===== src/rtl/lopd_norm_pipe.sv =====
`default_nettype none
// +---------------------------------------------------------------------------+
// | lopd_norm_pipe                                                            |
// | Two-stage leading/trailing-one detector and normaliser, valid/ready.      |
// | Rev 1.0                                                                   |
// +---------------------------------------------------------------------------+
module lopd_norm_pipe #(
  parameter int DATA_W = 32,
  parameter int TAG_W  = 4,
  localparam int POS_W = $clog2(DATA_W)
) (
  input  logic              i_clk,
  input  logic              i_rst_n,
  input  logic              i_valid,
  output logic              o_ready,
  input  logic [DATA_W-1:0] i_data,
  input  logic              i_mode,
  input  logic [TAG_W-1:0]  i_tag,
  output logic              o_valid,
  input  logic              i_ready,
  output logic [POS_W-1:0]  o_pos_one,
  output logic              o_zero_flag,
  output logic [POS_W:0]    o_shift,
  output logic [DATA_W-1:0] o_norm,
  output logic              o_mode,
  output logic [TAG_W-1:0]  o_tag
);

  localparam int             c_NG         = DATA_W / 8;
  localparam logic [POS_W:0] c_SHIFT_ZERO = (POS_W+1)'(DATA_W);
  localparam logic [POS_W:0] c_MAX_POS    = (POS_W+1)'(DATA_W - 1);

  logic                  r_v1;
  logic                  r_v2;
  logic                  w_en1;
  logic                  w_en2;

  logic [c_NG-1:0][2:0]  w_grp_lead;
  logic [c_NG-1:0][2:0]  w_grp_trail;
  logic [c_NG-1:0]       w_grp_zero;
  logic [c_NG-1:0][2:0]  r_s1_lead;
  logic [c_NG-1:0][2:0]  r_s1_trail;
  logic [c_NG-1:0]       r_s1_zero;
  logic [DATA_W-1:0]     r_s1_data;
  logic                  r_s1_mode;
  logic [TAG_W-1:0]      r_s1_tag;

  logic [POS_W-1:0]      w_pos;
  logic                  w_zero;
  logic [POS_W:0]        w_shift;
  logic [DATA_W-1:0]     w_norm;

  logic [POS_W-1:0]      r_pos;
  logic                  r_zero;
  logic [POS_W:0]        r_shift;
  logic [DATA_W-1:0]     r_norm;
  logic                  r_mode;
  logic [TAG_W-1:0]      r_tag;

  assign w_en2   = !r_v2 | i_ready;
  assign w_en1   = !r_v1 | w_en2;
  assign o_ready = w_en1;

  // Per-byte priority encoders: later loop iterations win.
  always_comb begin
    w_grp_lead  = '0;
    w_grp_trail = '0;
    w_grp_zero  = '0;
    for (int g = 0; g < c_NG; g++) begin
      w_grp_zero[g] = ~|i_data[g*8 +: 8];
      for (int b = 0; b < 8; b++) begin
        if (i_data[g*8 + b]) w_grp_lead[g] = 3'(b);
      end
      for (int b = 7; b >= 0; b--) begin
        if (i_data[g*8 + b]) w_grp_trail[g] = 3'(b);
      end
    end
  end

  always_ff @(posedge i_clk or negedge i_rst_n) begin
    if (!i_rst_n) begin
      r_v1 <= 1'b0;
      r_v2 <= 1'b0;
    end else begin
      if (w_en1) r_v1 <= i_valid;
      if (w_en2) r_v2 <= r_v1;
    end
  end

  always_ff @(posedge i_clk or negedge i_rst_n) begin
    if (!i_rst_n) begin
      r_s1_lead  <= '0;
      r_s1_trail <= '0;
      r_s1_zero  <= '0;
      r_s1_data  <= '0;
      r_s1_mode  <= 1'b0;
      r_s1_tag   <= '0;
    end else if (w_en1 && i_valid) begin
      r_s1_lead  <= w_grp_lead;
      r_s1_trail <= w_grp_trail;
      r_s1_zero  <= w_grp_zero;
      r_s1_data  <= i_data;
      r_s1_mode  <= i_mode;
      r_s1_tag   <= i_tag;
    end
  end

  // Group index supplies the upper position bits, the in-byte position the low three.
  always_comb begin
    w_pos  = '0;
    w_zero = &r_s1_zero;
    if (r_s1_mode) begin
      for (int g = c_NG - 1; g >= 0; g--) begin
        if (!r_s1_zero[g]) w_pos = POS_W'(g * 8) | POS_W'(r_s1_trail[g]);
      end
    end else begin
      for (int g = 0; g < c_NG; g++) begin
        if (!r_s1_zero[g]) w_pos = POS_W'(g * 8) | POS_W'(r_s1_lead[g]);
      end
    end
    if (w_zero) begin
      w_shift = c_SHIFT_ZERO;
    end else if (r_s1_mode) begin
      w_shift = {1'b0, w_pos};
    end else begin
      w_shift = c_MAX_POS - {1'b0, w_pos};
    end
    w_norm = r_s1_mode ? (r_s1_data >> w_shift) : (r_s1_data << w_shift);
  end

  always_ff @(posedge i_clk or negedge i_rst_n) begin
    if (!i_rst_n) begin
      r_pos   <= '0;
      r_zero  <= 1'b0;
      r_shift <= '0;
      r_norm  <= '0;
      r_mode  <= 1'b0;
      r_tag   <= '0;
    end else if (w_en2 && r_v1) begin
      r_pos   <= w_pos;
      r_zero  <= w_zero;
      r_shift <= w_shift;
      r_norm  <= w_norm;
      r_mode  <= r_s1_mode;
      r_tag   <= r_s1_tag;
    end
  end

  assign o_valid     = r_v2;
  assign o_pos_one   = r_pos;
  assign o_zero_flag = r_zero;
  assign o_shift     = r_shift;
  assign o_norm      = r_norm;
  assign o_mode      = r_mode;
  assign o_tag       = r_tag;

endmodule
`default_nettype wire


===== config.mk =====
export PLATFORM = sky130hd
export DESIGN_NAME = lopd_norm_pipe
export DESIGN_NICKNAME = d
export VERILOG_FILES = /design/src/rtl/lopd_norm_pipe.sv
export SDC_FILE = /design/constraint.sdc
export NUM_CORES = 1
export LEC_CHECK = 0
export CAP_MARGIN = 40
export CORE_MARGIN = 3
export CORE_UTILIZATION = 46
export DETAILED_ROUTE_END_ITERATION = 10
export HOLD_SLACK_MARGIN = 0.02
export PLACE_DENSITY = 0.67
export SLEW_MARGIN = 10
export SYNTH_ARGS = -nofsm -noshare
export SYNTH_HDL_FRONTEND = slang
export SYNTH_SLANG_ARGS = --single-unit

===== constraint.sdc =====
create_clock -name i_clk -period 3.1 [get_ports i_clk]
set_input_delay 0.465 -clock i_clk [delete_from_list [all_inputs] [get_ports i_clk]]
set_output_delay 0.465 -clock i_clk [all_outputs]
set_load 0.05 [all_outputs]

-- Word-level counts from Yosys, hierarchy flattened
Cells that the tools add are included.
- add/subtract/negate cells: 1
- shift operators: 2
- mux-type cells: 72
- bitwise logic cells: 2
- reductions and logical operators: 13
- operators with widths (cell ; number):
    two-way mux 3 bit ; 55
    two-way mux 5 bit ; 8
    two-way mux 32 bit ; 1
    OR reduction 8 bit ; 4
    << shifter 32 x 6 -> 32 bit ; 1
    right shift 32 x 6 -> 32 bit ; 1
    two-way mux 6 bit ; 2
    logical NOT 1 bit ; 6
    subtractor 5 x 5 -> 6 bit, first input constant ; 1
    two-way mux 1 bit ; 4
    two-way mux 2 bit ; 2
    AND reduction 4 bit ; 1
    logical AND 1 bit ; 2
    bitwise OR 1 bit ; 2
- register bits after elaboration: 116
- input bits: 41
- output and inout port bits: 51
- logic and storage cells: 110

-- Logic depth before layout (Yosys ltp)
- word-level depth: 10
- gate-level depth with buffers: 15

-- Worst setup path after synthesis
OpenSTA, ideal clock, no wires.
- path type: reg2reg
- from: register r_s1_zero[2]
- to: register r_norm[9], in the netlist o_norm[9]
- library setup time: 0.131 ns
- arrival: 2.585 ns
- data required time: 2.969 ns
- path slack: 0.385 ns
- stages on the path, launching flop included: 13
- path buffers: 4
- clock period less this slack: 2.715 ns
- cell sequence: dfrtp_1 nor2b_1 a221o_1 and3_1 buf_6 or2_1 buf_6 buf_6 buf_4 mux2i_1 mux2_2 a221oi_1 nand3_1
- word-level cells in the longest chain between the ends: 9
- elaborated cells between the ends (all ways): 13
- classes of those cells: 1 x add/sub; 2 x shift; 9 x mux; 1 x reduce/logical
- RTL lines (element ; line ; RTL):
    start, declared ; 43 ; logic [c_NG-1:0] r_s1_zero;
    start signal, assigned ; 101 ; r_s1_zero <= w_grp_zero;
    two-way mux 5 bit (3 in series) ; 114 ; if (!r_s1_zero[g]) w_pos = POS_W'(g * 8) | POS_W'(r_s1_trail[g]);
    two-way mux 5 bit ; 112 ; if (r_s1_mode) begin
    subtractor 5 x 5 -> 6 bit ; 126 ; w_shift = c_MAX_POS - {1'b0, w_pos};
    two-way mux 6 bit ; 123 ; end else if (r_s1_mode) begin
    two-way mux 6 bit (*) ; 121 ; if (w_zero) begin
    << shifter 32 x 6 -> 32 bit or right shift 32 x 6 -> 32 bit (tied branches) ; 128 ; w_norm = r_s1_mode ? (r_s1_data >> w_shift) : (r_s1_data << w_shift);
    two-way mux 32 bit (*) ; 128 ;
    end signal, assigned ; 143 ; r_norm <= w_norm;
    end, declared ; 56 ; logic [DATA_W-1:0] r_norm;
Every way passes the cells marked *; elsewhere a longest branch is shown, timed or not.
A chain may end at the register's enable or synchronous reset.

-- Worst setup path in the final report
- from: register r_s1_zero[0]
- to: register r_norm[17], in the netlist o_norm[17]
- word-level cells in the longest chain between the ends: 10
- elaborated cells between the ends (all ways): 13
- classes of those cells: 1 x add/sub; 2 x shift; 9 x mux; 1 x reduce/logical
- RTL lines (element ; line ; RTL):
    two-way mux 3 bit ; 118 ; if (!r_s1_zero[g]) w_pos = POS_W'(g * 8) | POS_W'(r_s1_lead[g]);
    two-way mux 5 bit (3 in series) ; 118 ;
    two-way mux 5 bit ; 112 ;
    subtractor 5 x 5 -> 6 bit ; 126 ;
    two-way mux 6 bit ; 123 ;
    two-way mux 6 bit (*) ; 121 ;
    << shifter 32 x 6 -> 32 bit or right shift 32 x 6 -> 32 bit (tied branches) ; 128 ;
    two-way mux 32 bit (*) ; 128 ;
Marked as above.

==> results.json <==
{
  "period_minus_slack_ns": 3.056,
  "dieWidth_um": 144.0,
  "vias": 9891,
  "path_clk_slew_ns": 0.06,
  "p_per_area_nw_per_um2": 749.0,
  "cts_htree_levels": 4,
  "clk_latency_ns": 0.43,
  "grt_pass1_vias": 9216,
  "ir_worst_vdd_uv": 400.7,
  "grt_overflow_total": 0,
  "antenna_found_initial": 0,
  "worst_pin_slew_ns": 0.8612,
  "diodes": 0,
  "wl_um": 37740,
  "grt_pass1_wl_um": 56120,
  "hold_viol": 0,
  "cts-root-buf": "clkbuf_16",
  "finalSetupViolCount": 0,
  "nets": 1310,
  "yosysWarnings": 0,
  "ys_ff_latch": 115,
  "fin_area_um2": 11790,
  "switching_share_pct": 45.06,
  "synth-edff-count": 0,
  "syn_to_final_growth_pct": 34.47,
  "syn_nets": 1093,
  "cts_buffer_depth": 2,
  "ys_async_sr_fraction_pct": 100.0,
  "cts_buffers": 17,
  "cts_hold_buf": 0,
  "yosysTopAreaCellShare_pct": 32.83,
  "drtIter0Drc": 1254,
  "synth_ff_type": "dfrtp_1",
  "critPathMaxFanout": 32,
  "yosys-top-cells-count": "130 x nand2_1, 115 x dfrtp_1, 97 x o21ai_0, 70 x nor2_1, 66 x a21oi_1",
  "seqPwrFrac_pct": 24.2,
  "cp.arrival_ns": 3.36,
  "yosysMostFrequentCell": "nand2_1",
  "syn_area_um2": 8766,
  "cp_data_required_time_ns": 3.41,
  "multi_input_area_um2": 5537,
  "cts_tree": "yes",
  "cap_violations": 0,
  "cp_num_buf_inv": 2,
  "firstDrtPassIters": 6,
  "finClkSkew_ns": 0.01548,
  "worstPathCellList": "buf_4 -> nand2b_1 -> o22ai_2 -> a311o_2 -> nand2_1 -> buf_12 -> nor2_1 -> o2bb2ai_1 -> o21a_1 -> mux2_2 -> a221o_1",
  "synthTopCellsByArea": "dfrtp_1 33%, mux2i_1 7.0%, mux2_2 5.7%",
  "synthDistinctLibCells": 79,
  "internal-power_mw": 4.850,
  "max_freq_ghz": 0.3272,
  "io_pins": 92,
  "die_h_um": 144.0,
  "slew_headroom_pct": 42.06,
  "ant_nets": 0,
  "start_util_pct": 47.82,
  "post-route-period-util_pct": 98.58,
  "place_congestion": 1.027,
  "nFillCells": 1576,
  "grt_max_degree": 54,
  "grt_usage_pct": 36.01,
  "cts.sinks": 115,
  "hold_path.class": "in -> async",
  "yosysTopAreaCell": "dfrtp_1",
  "cp_slowest_cell": "dfrtp_1",
  "dpl_cell_area_um2": 11020,
  "worst_setup_path_end_kind": "flip-flop",
  "p_leak_nw": 5.020,
  "clockPowerShare_pct": 21.7,
  "crit_type": "reg -> reg",
  "utilization_pct": 64.30,
  "path_delay_family": "compound AO/OA/AOI/OAI gates",
  "die-area_um2": 20750,
  "wl_per_cell_um": 24.98,
  "drive_gt1_share_pct": 24.73,
  "worst_path_largest_cell_delay_ns": 0.43,
  "combPwrFrac_pct": 54.1,
  "synth_cells": 1052,
  "detail_route.vias_per_cell": 6.546,
  "fp-row-count": 49,
  "seq_area_um2": 2882,
  "outcome": "complete, no violations",
  "drc_errors": 0,
  "dp_hpwl_um": 29460,
  "cp-start-kind": "flip-flop",
  "synth-seq-area-share_pct": 32.83,
  "io_buffers": 91,
  "rsz0062_at_grt": "true",
  "synth.avg_cell_area_um2": 8.333,
  "drv_slew": 0,
  "core_area_um2": 18330,
  "switchingPower_mw": 3.978
}
final cells by class:
| class | instances | area share, % |
|---|---|---|
| clock inverter | 14 | 1.104 |
| tap | 229 | 2.431 |
| multi-input combinational | 842 | 46.97 |
| timing repair buffer | 277 | 20.82 |
| sequential | 115 | 24.45 |
| clock buffer | 18 | 3.726 |
| inverter | 16 | 0.5095 |
worst register-to-register path: stages, from the launching register on:
cell and delay (ns):
dfrtp_1 0.43, buf_4 0.18, nand2b_1 0.18, o22ai_2 0.13
a311o_2 0.39, nand2_1 0.13, buf_12 0.21, nor2_1 0.14
o2bb2ai_1 0.27, o21a_1 0.28, mux2_2 0.27, a221o_1 0.31
routing by layer:
layer / routed length, um / part of all wire, % / vias up / GRT usage [%]
li1: - / - / 4427 / -
met1: 15490 / 41 / 4697 / 48.47
met2: 17020 / 45 / 641 / 56.91
met3: 3512 / 9.3 / 126 / 7.738
met4: 1716 / 4.5 / 0 / 14.02
met5: 0 / 0 / - / 0
path summary, 6_finish.rpt:
path                                     startpoint                       end  slack (ns)  cells past startpoint
setup / recovery           r_s1_zero[0]$_DFFE_PN0P_    o_norm[17]$_DFFE_PN0P_        0.04                     11
hold / removal                              i_rst_n    o_norm[10]$_DFFE_PN0P_        0.08                      1
setup reg to reg           r_s1_zero[0]$_DFFE_PN0P_    o_norm[17]$_DFFE_PN0P_        0.04                     11
hold reg to reg             r_s1_tag[2]$_DFFE_PN0P_      o_tag[2]$_DFFE_PN0P_        0.46                      2
max in group asynchronous                   i_rst_n  r_s1_zero[1]$_DFFE_PN0P_        2.30                      2
min in group i_clk          r_s1_tag[2]$_DFFE_PN0P_      o_tag[2]$_DFFE_PN0P_        0.46                      2
per-stage QoR:
step                      setup TNS, ns  hold slack [ns]  std cells  power [mW]  worst slack [ns]
after global routing           -0.02661           0.1098       1511       9.153          -0.01270
after floorplan                       0           0.1694       1052       4.665            0.3847
after CTS                             0          0.09657       1498       8.630          0.009272
after detailed placement       -0.02665           0.4490       1466       6.695          -0.01396
final                                 0          0.08039       1511       8.829           0.04392
after global placement                0           0.4421       1466       6.687        0.00008771
flip-flops by register name, indices dropped and copies added (netlist names):
register / cells
o_pos_one: 5
r_s1_lead: 12
r_s1_mode: 1
r_s1_tag: 4
o_valid: 1
r_s1_zero: 4
o_tag: 4
r_v1: 1
r_s1_trail: 12
o_norm: 32
r_s1_data: 32
o_shift: 5
o_zero_flag: 1
o_mode: 1
cell usage in the layout (no fill, tap or decap), types with 7 or more instances in the layout:
cell,instances
a22oi_1,11
a221oi_1,7
a21boi_0,7
a21oi_1,65
nor3_1,22
mux2i_2,7
o31ai_1,17
mux2_2,44
inv_1,14
a221o_1,7
a31oi_1,12
nor2_1,68
nand2b_1,10
o21ai_1,10
a211oi_1,16
and3_1,11
nand2_1,128
o31a_1,8
a22o_1,8
buf_12,11
nand4_1,15
nand3_1,60
o21bai_1,9
o21ai_0,90
clkbuf_16,17
mux2i_1,54
buf_4,174
o211ai_1,25
o22ai_1,13
dfrtp_1,112
clkdlybuf4s50_1,90
and2_1,11
repair_timing:
action / in CTS / in global routing
buffers inserted: 0 / 11
endpoints found under the setup margin: 12 / 32
gates resized for setup: 1 / 31
pin swaps: 0 / 6
gates cloned: 0 / 2
endpoints found under the hold margin: 0 / 0
kinds of logic after synthesis:
family / synth area share, %
compound gates: 28.98
buf+inv: 5.409
flops: 32.83
mux: 13.77
simple gates: 19.01
power by group through the flow:
stage,registers [mW],logic (mW),clock network [mW]
floorplan,2.76,1.90,0
global placement,2.13,4.55,0
detailed placement,2.15,4.55,0
CTS,2.12,4.57,1.94
global route,2.16,4.99,2.00
finish,2.14,4.77,1.92
Note: power is estimated with default switching activity, not from simulation.
